===== config.mk =====
export PLATFORM = sky130hd
export DESIGN_NAME = bitrev_frame_buffer
export DESIGN_NICKNAME = d
export VERILOG_FILES = /design/src/rtl/bitrev_frame_buffer.sv
export SDC_FILE = /design/constraint.sdc
export NUM_CORES = 1
export LEC_CHECK = 0
export ABC_AREA = 1
export CAP_MARGIN = 40
export CORE_ASPECT_RATIO = 2
export CORE_UTILIZATION = 50
export DETAILED_ROUTE_END_ITERATION = 8
export GPL_TIMING_DRIVEN = 0
export PLACE_DENSITY = 0.67
export SLEW_MARGIN = 20
export SYNTH_ARGS = -nofsm -noshare
export SYNTH_HDL_FRONTEND = slang
export SYNTH_SLANG_ARGS = --single-unit
export TNS_END_PERCENT = 5

===== constraint.sdc =====
create_clock -name clk -period 3.55 [get_ports clk]
set_clock_uncertainty 0.05 [all_clocks]
set_input_delay 0.5325 -clock clk [delete_from_list [all_inputs] [get_ports clk]]
set_output_delay 0.5325 -clock clk [all_outputs]
set_load 0.05 [all_outputs]

===== src/rtl/bitrev_frame_buffer.sv =====
// -----------------------------------------------------------------------------
// bitrev_frame_buffer
//
// Ping-pong reorder buffer for the FFT front end. Collects complex frames from
// a word stream (N real words followed by N imaginary words). It sign-extends
// each word and scales it to DATA_W. Each completed frame is replayed as N
// complex beats in bit-reversed or natural order over a valid/ready stream.
// While one bank is read out, the next frame is written into the other bank.
//
// Ports:
//   clk, rst_n    clock, asynchronous active-low reset
//   in_data       input word (signed, IN_W bits)
//   in_valid      input word valid
//   in_ready      buffer can take in_data this cycle
//   mode_bitrev   1 = bit-reversed readout; sampled with word 0 of a frame
//   out_re/out_im output complex sample (DATA_W bits each)
//   out_idx       output beat index k (natural count)
//   out_valid     output beat valid
//   out_last      high on the final beat of a frame
//   out_ready     downstream accepts the beat
//   ovf_o         sticky: a word was offered while in_ready was low
// -----------------------------------------------------------------------------
module bitrev_frame_buffer #(
    parameter int unsigned DATA_W     = 32,
    parameter int unsigned IN_W       = 8,
    parameter int unsigned FRAC_SHIFT = 6,
    parameter int unsigned LOG2N      = 4
) (
    input  logic              clk,
    input  logic              rst_n,
    input  logic [IN_W-1:0]   in_data,
    input  logic              in_valid,
    output logic              in_ready,
    input  logic              mode_bitrev,
    output logic [DATA_W-1:0] out_re,
    output logic [DATA_W-1:0] out_im,
    output logic [LOG2N-1:0]  out_idx,
    output logic              out_valid,
    output logic              out_last,
    input  logic              out_ready,
    output logic              ovf_o
);

    localparam int unsigned       N    = 2 ** LOG2N;
    localparam logic [LOG2N-1:0]  LAST = LOG2N'(N - 1);

    // Write FSM states
    localparam logic W_RE = 1'b0;
    localparam logic W_IM = 1'b1;

    // Read FSM states
    localparam logic R_IDLE   = 1'b0;
    localparam logic R_STREAM = 1'b1;

    // Pure wiring permutation: bit i of the result is bit LOG2N-1-i of k.
    function automatic logic [LOG2N-1:0] bitrev(input logic [LOG2N-1:0] k);
        logic [LOG2N-1:0] r;
        for (int i = 0; i < int'(LOG2N); i++) begin
            r[i] = k[int'(LOG2N) - 1 - i];
        end
        return r;
    endfunction

    // -------------------------------------------------------------------------
    // Storage: two banks of real and imaginary samples. No reset needed.
    // -------------------------------------------------------------------------
    logic [DATA_W-1:0] re_mem [2][N];
    logic [DATA_W-1:0] im_mem [2][N];

    // Bank bookkeeping
    logic [1:0] full_q, full_d;
    logic [1:0] mode_q;
    logic       wr_bank_q, wr_bank_d;
    logic       rd_bank_q, rd_bank_d;
    logic       ovf_q;

    // Write side
    logic             wr_state_q, wr_state_d;
    logic [LOG2N-1:0] wr_ptr_q, wr_ptr_d;
    logic             wr_accept;
    logic             wr_done;
    logic [DATA_W-1:0] in_ext;
    logic [DATA_W-1:0] in_word;

    // Read side
    logic              rd_state_q, rd_state_d;
    logic [LOG2N-1:0]  k_q, k_d;
    logic              out_valid_q, out_valid_d;
    logic              out_last_q;
    logic [DATA_W-1:0] out_re_q, out_im_q;
    logic              load_en;
    logic              load_bank;
    logic [LOG2N-1:0]  load_k;
    logic [LOG2N-1:0]  load_addr;
    logic              rd_release;
    logic              go_idle;

    // -------------------------------------------------------------------------
    // Input conversion and handshake
    // -------------------------------------------------------------------------
    // The sized cast of a signed operand sign-extends to DATA_W.
    assign in_ext   = DATA_W'($signed(in_data));
    assign in_word  = in_ext << FRAC_SHIFT;

    assign in_ready  = !full_q[wr_bank_q];
    assign wr_accept = in_valid && in_ready;
    assign wr_done   = wr_accept && (wr_state_q == W_IM) && (wr_ptr_q == LAST);

    always_comb begin
        wr_state_d = wr_state_q;
        wr_ptr_d   = wr_ptr_q;
        wr_bank_d  = wr_bank_q;
        if (wr_accept) begin
            if (wr_ptr_q == LAST) begin
                wr_ptr_d = '0;
                if (wr_state_q == W_RE) begin
                    wr_state_d = W_IM;
                end else begin
                    wr_state_d = W_RE;
                    wr_bank_d  = ~wr_bank_q;
                end
            end else begin
                wr_ptr_d = wr_ptr_q + 1'b1;
            end
        end
    end

    always_ff @(posedge clk or negedge rst_n) begin
        if (!rst_n) begin
            wr_state_q <= W_RE;
            wr_ptr_q   <= '0;
            wr_bank_q  <= 1'b0;
            mode_q     <= '0;
        end else begin
            wr_state_q <= wr_state_d;
            wr_ptr_q   <= wr_ptr_d;
            wr_bank_q  <= wr_bank_d;
            // Readout order is fixed per frame by the mode seen on word 0.
            if (wr_accept && (wr_state_q == W_RE) && (wr_ptr_q == '0)) begin
                mode_q[wr_bank_q] <= mode_bitrev;
            end
        end
    end

    always_ff @(posedge clk) begin
        if (wr_accept) begin
            if (wr_state_q == W_RE) begin
                re_mem[wr_bank_q][wr_ptr_q] <= in_word;
            end else begin
                im_mem[wr_bank_q][wr_ptr_q] <= in_word;
            end
        end
    end

    // -------------------------------------------------------------------------
    // Read FSM
    // -------------------------------------------------------------------------
    always_comb begin
        rd_state_d  = rd_state_q;
        rd_bank_d   = rd_bank_q;
        k_d         = k_q;
        out_valid_d = out_valid_q;
        load_en     = 1'b0;
        load_bank   = rd_bank_q;
        load_k      = '0;
        rd_release  = 1'b0;
        go_idle     = 1'b0;
        unique case (rd_state_q)
            R_IDLE: begin
                if (full_q[rd_bank_q]) begin
                    load_en     = 1'b1;
                    rd_state_d  = R_STREAM;
                    k_d         = '0;
                    out_valid_d = 1'b1;
                end
            end
            R_STREAM: begin
                if (out_valid_q && out_ready) begin
                    if (k_q == LAST) begin
                        rd_release = 1'b1;
                        rd_bank_d  = ~rd_bank_q;
                        // Other bank already waiting: chain straight into its
                        // beat 0 so there is no idle cycle between frames.
                        if (full_q[~rd_bank_q]) begin
                            load_en   = 1'b1;
                            load_bank = ~rd_bank_q;
                            k_d       = '0;
                        end else begin
                            go_idle     = 1'b1;
                            rd_state_d  = R_IDLE;
                            out_valid_d = 1'b0;
                        end
                    end else begin
                        load_en = 1'b1;
                        load_k  = k_q + 1'b1;
                        k_d     = k_q + 1'b1;
                    end
                end
            end
            default: begin
                rd_state_d = R_IDLE;
            end
        endcase
    end

    assign load_addr = mode_q[load_bank] ? bitrev(load_k) : load_k;

    // Release and write completion always target different banks (a bank being
    // written is not full, a bank being read is), so both updates can apply.
    always_comb begin
        full_d = full_q;
        if (wr_done) begin
            full_d[wr_bank_q] = 1'b1;
        end
        if (rd_release) begin
            full_d[rd_bank_q] = 1'b0;
        end
    end

    always_ff @(posedge clk or negedge rst_n) begin
        if (!rst_n) begin
            full_q      <= '0;
            rd_state_q  <= R_IDLE;
            rd_bank_q   <= 1'b0;
            k_q         <= '0;
            out_valid_q <= 1'b0;
            out_last_q  <= 1'b0;
            out_re_q    <= '0;
            out_im_q    <= '0;
            ovf_q       <= 1'b0;
        end else begin
            full_q      <= full_d;
            rd_state_q  <= rd_state_d;
            rd_bank_q   <= rd_bank_d;
            k_q         <= k_d;
            out_valid_q <= out_valid_d;
            if (load_en) begin
                out_re_q   <= re_mem[load_bank][load_addr];
                out_im_q   <= im_mem[load_bank][load_addr];
                out_last_q <= (load_k == LAST);
            end else if (go_idle) begin
                out_last_q <= 1'b0;
            end
            if (in_valid && !in_ready) begin
                ovf_q <= 1'b1;
            end
        end
    end

    assign out_re    = out_re_q;
    assign out_im    = out_im_q;
    assign out_idx   = k_q;
    assign out_valid = out_valid_q;
    assign out_last  = out_last_q;
    assign ovf_o     = ovf_q;

endmodule


==> metrics <==
sequential area share after synthesis=0.661; RSZ-0062 raised after global routing=yes; Avg Synthesized Cell Area=between 10 and 15 um^2; dpl hpwl=between 70 and 80 mm; Synth Flop Type=edfxtp_1; Die Height=316 um; FFs w/ async S/R, synth=0.0640; endpoint class of the critical path=register; Non-Filler Instances=3,293; Fin. Hold Viols=0; Critical Path AT=between 4 and 5 ns; failing checks=setup timing; CTS Root Cell=clkbuf_16; die area=around 0.050 mm^2; synthesized area=0.0246 mm^2; post-layout utilization of the core=0.595; initial antenna violation count=3; core area=slightly below 0.05 mm^2; Hold Slack=around 0.16 ns; leakage power=11.7 nW; commonest cells after routing, fill and taps aside=741 x nand2_1, 512 x edfxtp_1, 460 x nand3_1, 249 x inv_1, 114 x buf_4; I/O pins=85; P_sw=between 0.004 and 0.005 W; Req. time, crit path=4.03 ns; most common cell after layout, fill and taps aside=nand2_1; PwrDens=546 mW/mm^2; status=finished, violations left; combinational power share=0.185; setup ws final=-0.0289 ns; DR WL/cell=approximately 29 um; insertion delay to the later sink of the worst-skew pair=around 0.61 ns; internal power=0.0109 W; largest net degree at the start of global routing=65; Seq pwr share=0.468; total track usage=0.386; P&R area growth vs syn=17.4%; Crit Path Class=reg2reg; Yosys reg bits=about 550; Post-synth EDFFs=just over 500; # setup viols final=1; Max VDD drop=0.000471 V; Clock power frac=0.347; starting density of the core=0.507; Sw Share=0.309; PortBufs=72; first drt pass iteration count=5; Final GP Congestion=between 1 and 1.5; Post-Synthesis Cells=between 2k and 2.5k; Placed Cells incl. Taps=~3.2k; number of core rows=114; CTS tree=yes; CTS HTree Levels=2; Max Slew Vio Count=0; ANT nets after route=0; Final Cycle Share=1.01; crit path launch type=register; grt total ovfl=0; vias in the first global route=between 15k and 20k; Min-Delay Path Class=in2reg; number of DRC markers in iteration 0=around 2.0k; CTS Buf Count=slightly below 50; max_slew headroom=0.345; vias per cell=around 5.7; f_max=~280 MHz; post-synthesis cell type count=33; Die Wd=between 150 and 200 um; final WL=about 95 mm; clock period minus worst slack=between 3 and 4 ns; layout cell share with drive strength beyond 1=0.148; clk sink count=approximately 550; clock slew at reported path FFs=~0.07 ns; global-route wire length before repair=133 mm; worst-path maximum fanout=10; vias=around 19k; Max Cap Viol=0; layout net count=between 2k and 3k; clock buffer depth=3; DRC=0; Tightest Pin Transition=between 0.9 and 1 ns; synth warn=0; post-CTS setup buffer count=0
## flip-flops by register name, summed over array words and instances, names as in the netlist, 2 cells and up
name	count
out_idx	4
out_re	8
mode_q	2
im_mem	256
out_im	8
full_q	2
re_mem	256
wr_ptr_q	4
## cell type report
cell class | instances | area [um^2]
flip-flops and latches | 547 | 16300
diodes | 1 | 2.50
multi-input cells | 1426 | 6730
plain buffers | 193 | 1070
repair buffers | 143 | 1450
clock inverters | 37 | 334
clock buffers | 54 | 1290
inverters | 254 | 953
well taps | 638 | 798
fillers | 4150 | 19600
## worst paths after layout
path / from / end / slack [ns] / cells after the start
hold reg to reg: ovf_o / ovf_o / 0.43 / 1
min in group asynchronous: rst_n / out_re[10] / 0.37 / 2
hold / removal: in_data[6] / im_mem[1][84] / 0.16 / 1
max in group asynchronous: rst_n / wr_bank_q / 2.61 / 3
setup reg to reg: out_idx[0] / out_im[9] / -0.03 / 16
setup / recovery: out_idx[0] / out_im[9] / -0.03 / 16
## through the flow
stage          setup TNS [ns]  setup slack [ns]  power (W)  instance area [um^2]
6_report              -0.0289           -0.0289     0.0158                 28900
5_1_grt                -0.180            -0.168     0.0161                 28900
4_1_cts                     0           0.00248     0.0156                 28800
3_5_place_dp          -129.72            -0.747     0.0103                 27100
3_3_place_gp          -505.74             -1.42     0.0101                 26200
2_1_floorplan               0             0.642    0.00879                 24600
## power by group through the flow
stage	sequential (W)	clock, W	combinational (W)
2_1_floorplan	0.00750	0	0.00129
3_3_place_gp	0.00753	0	0.00254
3_5_place_dp	0.00750	0	0.00277
4_1_cts	0.00738	0.00548	0.00278
5_1_grt	0.00740	0.00569	0.00302
6_report	0.00738	0.00547	0.00293
## worst max-delay path, cell delays in order (launching register included)
cell and delay, ns:
dfrtp_1 0.44, ha_1 0.28, nand3_2 0.16, nor2_4 0.07, nand2_4 0.14, buf_2 0.42, clkbuf_1 0.60, nand3_1 0.15
nand2_1 0.11, inv_1 0.04, nand2_1 0.05, nand3_1 0.30, nand3_1 0.25, nand3_1 0.20, nand2_1 0.12, nand2_1 0.06
nand2_1 0.06
## metal layers
| layer | GRT usage | routed length, um | up-vias |
|---|---|---|---|
| met1 | 0.385 | 29500 | 8970 |
| met3 | 0.0631 | 6940 | 364 |
| met5 | 0 | 13 | - |
| li1 | - | - | 8430 |
| met2 | 0.685 | 48100 | 1056 |
| met4 | 0.364 | 10900 | 2 |
## cell usage after synthesis, drive strengths merged (2+ instances only)
library cell / count / area share
dfrtp: 35 / 0.036
clkbuf: 45 / 0.0069
o21ai: 76 / 0.016
nor3: 62 / 0.013
nand3b: 16 / 0.0049
nor2: 21 / 0.0035
a21oi: 2 / 0.00041
ha: 5 / 0.0025
xor2: 2 / 0.00071
inv: 253 / 0.039
nand3: 471 / 0.097
edfxtp: 512 / 0.63
buf: 149 / 0.036
nand2: 751 / 0.12
## logic make-up after synthesis
family	Yosys count	synth area share
other	1	0.000152
AOI/OAI and AO/OA	84	0.0187
and+or+nand+nor	1322	0.235
buffers and inverters	448	0.0818
xor gates and xnor gates	3	0.00107
adders and majority gates	5	0.00254
DFF	547	0.661
## repair_timing
action                                  in CTS  in global routing
gates resized for setup                     10                 18
hold buffers                                 1                  0
hold endpoints to repair                    17                  0
endpoints found under the setup margin     419                110
gates cloned                                 0                  0
(Power assumes the default switching activity.)
